--- src/rtl/word_round_controller_if.sv ---
// Bundle between the round controller and the word ROM, keystroke checker and display/score logic.
// The master side is the controller. The slave side is the surrounding game logic.
interface word_round_controller_if #(
  parameter int ADDR_W  = 4,
  parameter int SCORE_W = 8
);
  logic               start;
  logic [ADDR_W-1:0]  word_addr;
  logic [19:0]        word_data;
  logic [19:0]        current_word;
  logic               checker_clr;
  logic               word_complete;
  logic               mistake;
  logic [SCORE_W-1:0] score;
  logic [2:0]         state;
  logic               game_won;
  logic               game_lost;

  modport master (
    input  start, word_data, word_complete, mistake,
    output word_addr, current_word, checker_clr, score, state, game_won, game_lost
  );

  modport slave (
    output start, word_data, word_complete, mistake,
    input  word_addr, current_word, checker_clr, score, state, game_won, game_lost
  );
endinterface

--- src/rtl/word_round_controller.sv ---
// Typing-game round sequencer: fetches words from a registered ROM, times each word,
// counts completions as score and declares the game won or lost.
module word_round_controller #(
  parameter int NUM_WORDS      = 16,
  parameter int ADDR_W         = 4,
  parameter int TIMEOUT_CYCLES = 100000000,
  parameter int TIMER_W        = 32,
  parameter int SCORE_W        = 8,
  parameter int WIN_SCORE      = 10
) (
  input logic                    clk,
  input logic                    reset,
  word_round_controller_if.master bus
);

  typedef enum logic [2:0] {
    IDLE  = 3'd0,
    FETCH = 3'd1,
    LOAD  = 3'd2,
    PLAY  = 3'd3,
    WON   = 3'd4,
    LOST  = 3'd5
  } state_t;

  localparam logic [TIMER_W-1:0] TIMER_LOAD = TIMER_W'(TIMEOUT_CYCLES - 1);
  localparam logic [ADDR_W-1:0]  LAST_ADDR  = ADDR_W'(NUM_WORDS - 1);
  localparam logic [SCORE_W-1:0] WIN_VALUE  = SCORE_W'(WIN_SCORE);

  state_t             state_q;
  logic [ADDR_W-1:0]  word_addr_q;
  logic [19:0]        current_word_q;
  logic [SCORE_W-1:0] score_q;
  logic [TIMER_W-1:0] timer_q;
  logic               wc_prev_q;
  logic               game_won_q;
  logic               game_lost_q;

  logic [SCORE_W-1:0] score_d;
  logic [ADDR_W-1:0]  word_addr_d;
  logic               wcEdge;

  assign score_d     = score_q + 1'b1;
  assign word_addr_d = (word_addr_q == LAST_ADDR) ? '0 : word_addr_q + 1'b1;
  // A level held high from the previous word must not score again, so only rising edges count
  assign wcEdge      = bus.word_complete & ~wc_prev_q;

  always_ff @(posedge clk or posedge reset) begin
    if (reset) begin
      state_q        <= IDLE;
      word_addr_q    <= '0;
      current_word_q <= '0;
      score_q        <= '0;
      timer_q        <= '0;
      wc_prev_q      <= 1'b0;
      game_won_q     <= 1'b0;
      game_lost_q    <= 1'b0;
    end else begin
      wc_prev_q <= bus.word_complete;
      case (state_q)
        IDLE, WON, LOST: begin
          if (bus.start) begin
            score_q     <= '0;
            word_addr_q <= '0;
            game_won_q  <= 1'b0;
            game_lost_q <= 1'b0;
            state_q     <= FETCH;
          end
        end
        FETCH: state_q <= LOAD;
        LOAD: begin
          current_word_q <= bus.word_data;
          timer_q        <= TIMER_LOAD;
          state_q        <= PLAY;
        end
        PLAY: begin
          if (timer_q != '0) timer_q <= timer_q - 1'b1;
          // Mistake beats completion, and completion beats an expiring timer
          if (bus.mistake) begin
            game_lost_q <= 1'b1;
            state_q     <= LOST;
          end else if (wcEdge) begin
            score_q <= score_d;
            if (score_d == WIN_VALUE) begin
              game_won_q <= 1'b1;
              state_q    <= WON;
            end else begin
              word_addr_q <= word_addr_d;
              state_q     <= FETCH;
            end
          end else if (timer_q == '0) begin
            game_lost_q <= 1'b1;
            state_q     <= LOST;
          end
        end
        default: state_q <= IDLE;
      endcase
    end
  end

  assign bus.word_addr    = word_addr_q;
  assign bus.current_word = current_word_q;
  assign bus.checker_clr  = (state_q == LOAD);
  assign bus.score        = score_q;
  assign bus.state        = state_q;
  assign bus.game_won     = game_won_q;
  assign bus.game_lost    = game_lost_q;

endmodule

--- src/flat_wrapper.sv ---
// flat-port wrapper written by rule: the top's interface ports become plain ports
module word_round_controller_flat 
#(
  parameter int NUM_WORDS      = 16,
  parameter int ADDR_W         = 4,
  parameter int TIMEOUT_CYCLES = 100000000,
  parameter int TIMER_W        = 32,
  parameter int SCORE_W        = 8,
  parameter int WIN_SCORE      = 10
)
  (clk, reset, bus_start, bus_word_data, bus_word_complete, bus_mistake, bus_word_addr, bus_current_word, bus_checker_clr, bus_score, bus_state, bus_game_won, bus_game_lost);
  word_round_controller_if #(.ADDR_W(ADDR_W), .SCORE_W(SCORE_W)) bus_i ();
  input logic clk;
  input logic reset;
  input wire logic [$bits(bus_i.start)-1:0] bus_start;
  input wire logic [$bits(bus_i.word_data)-1:0] bus_word_data;
  input wire logic [$bits(bus_i.word_complete)-1:0] bus_word_complete;
  input wire logic [$bits(bus_i.mistake)-1:0] bus_mistake;
  output wire logic [$bits(bus_i.word_addr)-1:0] bus_word_addr;
  output wire logic [$bits(bus_i.current_word)-1:0] bus_current_word;
  output wire logic [$bits(bus_i.checker_clr)-1:0] bus_checker_clr;
  output wire logic [$bits(bus_i.score)-1:0] bus_score;
  output wire logic [$bits(bus_i.state)-1:0] bus_state;
  output wire logic [$bits(bus_i.game_won)-1:0] bus_game_won;
  output wire logic [$bits(bus_i.game_lost)-1:0] bus_game_lost;
  assign bus_i.start = bus_start;
  assign bus_i.word_data = bus_word_data;
  assign bus_i.word_complete = bus_word_complete;
  assign bus_i.mistake = bus_mistake;
  assign bus_word_addr = bus_i.word_addr;
  assign bus_current_word = bus_i.current_word;
  assign bus_checker_clr = bus_i.checker_clr;
  assign bus_score = bus_i.score;
  assign bus_state = bus_i.state;
  assign bus_game_won = bus_i.game_won;
  assign bus_game_lost = bus_i.game_lost;
  word_round_controller #(.NUM_WORDS(NUM_WORDS), .ADDR_W(ADDR_W), .TIMEOUT_CYCLES(TIMEOUT_CYCLES), .TIMER_W(TIMER_W), .SCORE_W(SCORE_W), .WIN_SCORE(WIN_SCORE)) u_core (.clk(clk), .reset(reset), .bus(bus_i));
endmodule
--- config.mk ---
export PLATFORM = sky130hd
export DESIGN_NAME = word_round_controller_flat
export DESIGN_NICKNAME = d
export VERILOG_FILES = /design/src/rtl/word_round_controller_if.sv /design/src/rtl/word_round_controller.sv /design/src/flat_wrapper.sv
export SDC_FILE = /design/constraint.sdc
export NUM_CORES = 1
export LEC_CHECK = 0
export CAP_MARGIN = 30
export CORE_MARGIN = 10
export CORE_UTILIZATION = 26
export CTS_BUF_LIST = sky130_fd_sc_hd__clkbuf_8 sky130_fd_sc_hd__clkbuf_16
export DETAILED_ROUTE_END_ITERATION = 16
export GPL_TIMING_DRIVEN = 0
export HOLD_SLACK_MARGIN = 0.15
export PLACE_DENSITY = 0.48
export SYNTH_ARGS = -nofsm -noshare
export SYNTH_HDL_FRONTEND = slang
export SYNTH_SLANG_ARGS = --single-unit
--- constraint.sdc ---
create_clock -name clk -period 2.35 [get_ports clk]
set_input_delay 0.47 -clock clk [delete_from_list [all_inputs] [get_ports clk]]
set_output_delay 0.47 -clock clk [all_outputs]
set_load 0.01 [all_outputs]
### Word-level counts from Yosys, hierarchy flattened

Cells that the tools add are included.
W data, S select, Z words.

* register bits after elaboration: 70
* bits in latches: 0
* memory bits (writable): 0
* bits in read-only memories: 0
* bits of input ports: 25
* output and inout bits: 38
* word-level logic and storage cells: 68
* memories: 0

* $add $sub $neg: 3
* multipliers: 0
* div/mod/pow operators: 0
* order comparisons: 0
* equal/unequal tests: 16
* shift-type cells: 0
* multiplexer cells: 27
* bitwise gates (word level): 2
* reductions and logical operators: 12

Operators with widths (count)
* $pmux W32 S2: 1
* $logic_not A32 Y1: 1
* $mux W32: 1
* $reduce_bool A32 Y1: 1
* $sub A32 B1 Y32 const B: 1
* $mux W8: 3
* $mux W4: 5
* $pmux W8 S2: 1
* $mux W3: 5
* $pmux W3 S4: 1
* $reduce_and A5 Y1: 2
* $add A8 B1 Y8 const B: 1
* $eq A8 B4 Y1 const B: 1
* $pmux W4 S2: 1
* $reduce_and A4 Y1: 2
* $mux W1: 7
* $eq A3 B2 Y1 const B: 2
* $eq A3 B3 Y1 const B: 2
* $ne A2 B1 Y1 const B: 3
* $ne A2 B2 Y1 const B: 3
* $add A4 B1 Y4 const B: 1
* $eq A4 B4 Y1 const B: 1
* $ne A4 B2 Y1 const B: 1
* $pmux W1 S2: 2
* other kinds (9): 11

### Depth between registers and ports, before layout

* word-level depth: 6
* mapped depth: 8
* gate-level depth less buffers: 7

### Least setup slack after synthesis

Ideal clock, no wire load.

* path type: register to register
* from: register u_core.timer_q[4]
* to: register u_core.timer_q[21]
* setup time: 0.136 ns
* data arrival time: 2.104 ns
* data required time: 2.214 ns
* path slack: 0.110 ns
* stages on the path, launching flop included: 7
* buffers on the path: 1
* clock period less this slack: 2.240 ns
* cells stage by stage: dfrtp_1 or4_1 clkbuf_1 nor4b_1 o21ai_1 o21ai_0 or3b_2

* word-level cells in the longest chain between the ends: 3
* elaborated cells between the ends (all ways): 6
* those cells by class: 1 x add/sub; 1 x eq/ne; 2 x mux; 2 x reduce/logical

Ends and longest elaborated chain
* from (decl): line word_round_controller.sv:33 `logic [TIMER_W-1:0] timer_q;`
* from (signal assigned): line word_round_controller.sv:76 `if (timer_q != '0) timer_q <= timer_q - 1'b1;`
* $sub A32 B1 Y32 / $reduce_bool A32 Y1 (equally long branches): line word_round_controller.sv:76
* $mux W32 / $ne A2 B1 Y1 (equally long branches)
* $pmux W32 S2 / $reduce_and A2 Y1 (equally long branches)

Parallel ways exist; a longest one is shown, timed or not. The select of a mux whose other input is x is not followed.
A chain may end at the register's enable or synchronous reset.

### Worst setup path after layout

* from: register u_core.timer_q[21]
* to: register u_core.timer_q[30]

The elaborated chain is that of the path after synthesis.

==> flow_metrics.env <==
export IMPL_vdd_drop_max_v=0.000373
export IMPL_synth_top_area_cell="dfrtp_1"
export IMPL_cp_start_kind="flip-flop"
export IMPL_p_switching_mw=1.64
export IMPL_synth_area_top_cells="dfrtp_1 (49%), nand2_1 (9.0%), or4_1 (3.8%)"
export IMPL_rows=42
export IMPL_synth_top_area_share_pct=49.3
export IMPL_ant_nets=0
export IMPL_cts_buffer_depth=2
export IMPL_syn_num_nets=423
export IMPL_skew_ns=0.00776
export IMPL_synth_seq_cells=70
export IMPL_clock_latency_ns=0.34
export IMPL_setup_viol=0
export IMPL_period_needed_ns=2.29
export IMPL_nNetsFinal=512
export IMPL_dp_cells=632
export IMPL_yosys_top_cells_count="nand2_1 (85), dfrtp_1 (70), o21ai_0 (23)"
export IMPL_cts_sinks=70
export IMPL_drive_gt1_share_pct=16.6
export IMPL_die_h_um=137
export IMPL_finalHoldViolations=0
export IMPL_r2r_cells=6
export IMPL_ios=63
export IMPL_drv_slew=0
export IMPL_cts_hold_buf=0
export IMPL_cp_arrival_ns=2.56
export IMPL_syn_avg_cell_area_um2=9.04
export IMPL_gp_congestion=0.820
export IMPL_switching_share_pct=34.7
export IMPL_grt_overflow=0
export IMPL_num_vias=3256
export IMPL_status="finished, final reports clean"
export IMPL_drt_wirelength_per_cell_um=15.0
export IMPL_holdWs_ns=0.375
export IMPL_io_buffer_count=62
export IMPL_clk_pin_slew_ns=0.06
export IMPL_slew_headroom_pct=53.3
export IMPL_max_cap_violations=0
export IMPL_cts_made_buffers=9
export IMPL_finalCritPeriodShare_pct=97.6
export IMPL_end_kind="flip-flop"
export IMPL_synth_seq_area_share_pct=49.3
export IMPL_cts_htree_levels=3
export IMPL_route_detailed_drc=0
export IMPL_worst_setup_path_type="reg2reg"
export IMPL_stdcell_count=663
export IMPL_setup_tns_ns=0
export IMPL_grt_max_degree=65
export IMPL_critPathMaxFanout=5
export IMPL_power_density_mw_per_mm2=941
export IMPL_synth_edf_count=0
export IMPL_vias_per_cell=4.91
export IMPL_die_area_mm2=0.0187
export IMPL_start_util_pct=26.7
export IMPL_p_seq_share_pct=35.4
export IMPL_netlist_cell_type_count=46
export IMPL_drtIter0Drc=200
export IMPL_insertedDiodeCount=0
export IMPL_max_slew_worst_pin_slew_ns=0.697
export IMPL_cts_tree="done"
export IMPL_first_pass_iters=4
export IMPL_async_flop_share_pct=100
export IMPL_p_leak_nw=1.98
export IMPL_clock_root_buffer="clkbuf_16"
export IMPL_intPower_mw=3.08
export IMPL_clkPwrFrac_pct=26.9
export IMPL_synth_area_mm2=0.00355
export IMPL_antenna_found_initial=0
export IMPL_hp_class="in2async"
export IMPL_post_route_util_pct=37.7
export IMPL_rrSetupSlack_ns=0.06
export IMPL_synth_ff_type="dfrtp_1"
export IMPL_grt_util_all_layers_pct=10.7
export IMPL_r2r_end="u_core.timer_q[30]$_DFFE_PP0P_"
export IMPL_synth_most_common_cell="nand2_1"
export IMPL_coreArea_mm2=0.0133
export IMPL_syn_inst=393
export IMPL_area_growth_pct=41.3
export IMPL_p_comb_share_pct=37.7
export IMPL_place_hpwl_um=6870
export IMPL_worst_ep_required_time_ns=2.62
export IMPL_reg2reg_from="u_core.timer_q[21]$_DFFE_PP0P_"
export IMPL_grt_pass1_wl_um=16200
export IMPL_rsz0062_at_grt="true"
export IMPL_grt_pass1_vias=3142
export IMPL_wirelength_um=9930
export IMPL_fmax_mhz=436
export IMPL_yosys_warnings=0
export IMPL_die_w_um=137
## metal layers
metal  share of wire (%)  up-vias  GRT usage (%)  wire length, um
met2                  47       53           17.1             4680
met1                  48     1600           13.7             4750
met3                 3.2       11           1.87              319
li1                    -     1592              -                -
met4                 1.8        0           4.68              174
met5                   0        -              0                0
## cell type report
class | count | area (um2)
timing repair buffer | 81 | 782
fill | 1343 | 8280
inverter | 6 | 25.0
buffer | 16 | 118
clock buffer | 10 | 239
tap | 176 | 220
clock inverter | 6 | 36.3
multi-input combinational | 298 | 1850
sequential | 70 | 1750
## per-stage QoR
step                      worst slack (ns)  cell area [um2]  power (mW)
final                               0.0570             5020        4.72
after global routing               -0.0323             5020        5.05
after CTS                           0.0106             4840        4.71
after detailed placement             -1.03             4420        3.30
after global placement               -1.33             4390        3.28
after floorplan                      0.110             3550        2.48
## cell families after synthesis
group | count (synthesis) | share of synthesized area [%]
buf+inv | 25 | 2.75
fa+ha+maj | 5 | 1.76
flops | 70 | 49.3
compound gates | 67 | 11.4
xor+xnor | 7 | 1.73
mux | 9 | 2.57
simple gates | 210 | 30.4
## power by group through the flow
stage	sequential (mW)	combinational (mW)	clock, mW
2_1_floorplan	1.76	0.718	0
3_3_place_gp	1.69	1.59	0
3_5_place_dp	1.69	1.61	0
4_1_cts	1.67	1.73	1.30
5_1_grt	1.72	1.97	1.36
6_report	1.67	1.78	1.27
## timing repair
action                                  in CTS  in global routing
setup buffers                                5                 12
gates resized for setup                     31                 19
pin swaps                                    1                 11
hold endpoints to repair                     0                  0
endpoints found under the setup margin      53                 23
cloned                                       0                  1
## flip-flops by register name (all words and copies together), names as in the netlist
| register | cells |
|---|---|
| u_core.bus.current_word | 20 |
| u_core.bus.game_lost | 1 |
| u_core.bus.game_won | 1 |
| u_core.bus.score | 8 |
| u_core.bus.state | 3 |
| u_core.bus.word_addr | 4 |
| u_core.timer_q | 32 |
| u_core.wc_prev_q | 1 |
## worst max path at each step
stage | start | endpoint | slack [ns] | cells after the start
floorplan | reset | u_core.bus.current_word[0]$_DFFE_PP0P_ | 0.11 | 1
global placement | reset | u_core.timer_q[29]$_DFFE_PP0P_ | -1.33 | 2
detailed placement | u_core.bus.state[1]$_DFFE_PP0P_ | bus_checker_clr | -1.03 | 7
CTS | u_core.timer_q[20]$_DFFE_PP0P_ | u_core.timer_q[31]$_DFFE_PP0P_ | 0.01 | 5
global route | u_core.timer_q[21]$_DFFE_PP0P_ | u_core.timer_q[30]$_DFFE_PP0P_ | -0.03 | 6
finish | u_core.timer_q[21]$_DFFE_PP0P_ | u_core.timer_q[30]$_DFFE_PP0P_ | 0.06 | 6
## cell usage in the layout (no fill, tap or decap), types with 7 or more instances in the layout
cell type,count
nor3_1,11
or4_1,12
clkbuf_1,9
or3_1,7
o31ai_1,12
and2_1,8
or4_4,7
nand3_1,17
a21oi_1,16
mux2i_1,8
buf_4,19
nor2_1,21
nand2_1,85
clkbuf_16,10
o21ai_0,23
dfrtp_1,69
xor2_1,7
clkdlybuf4s50_1,61
## worst max-delay path, stage by stage, from the launching register on
cell,delay [ns]
dfrtp_1,0.39
buf_4,0.15
nor4_1,0.36
nand4_1,0.35
or3_1,0.44
or4_1,0.47
nand2_1,0.08
Note: power is estimated with default switching activity, not from simulation.
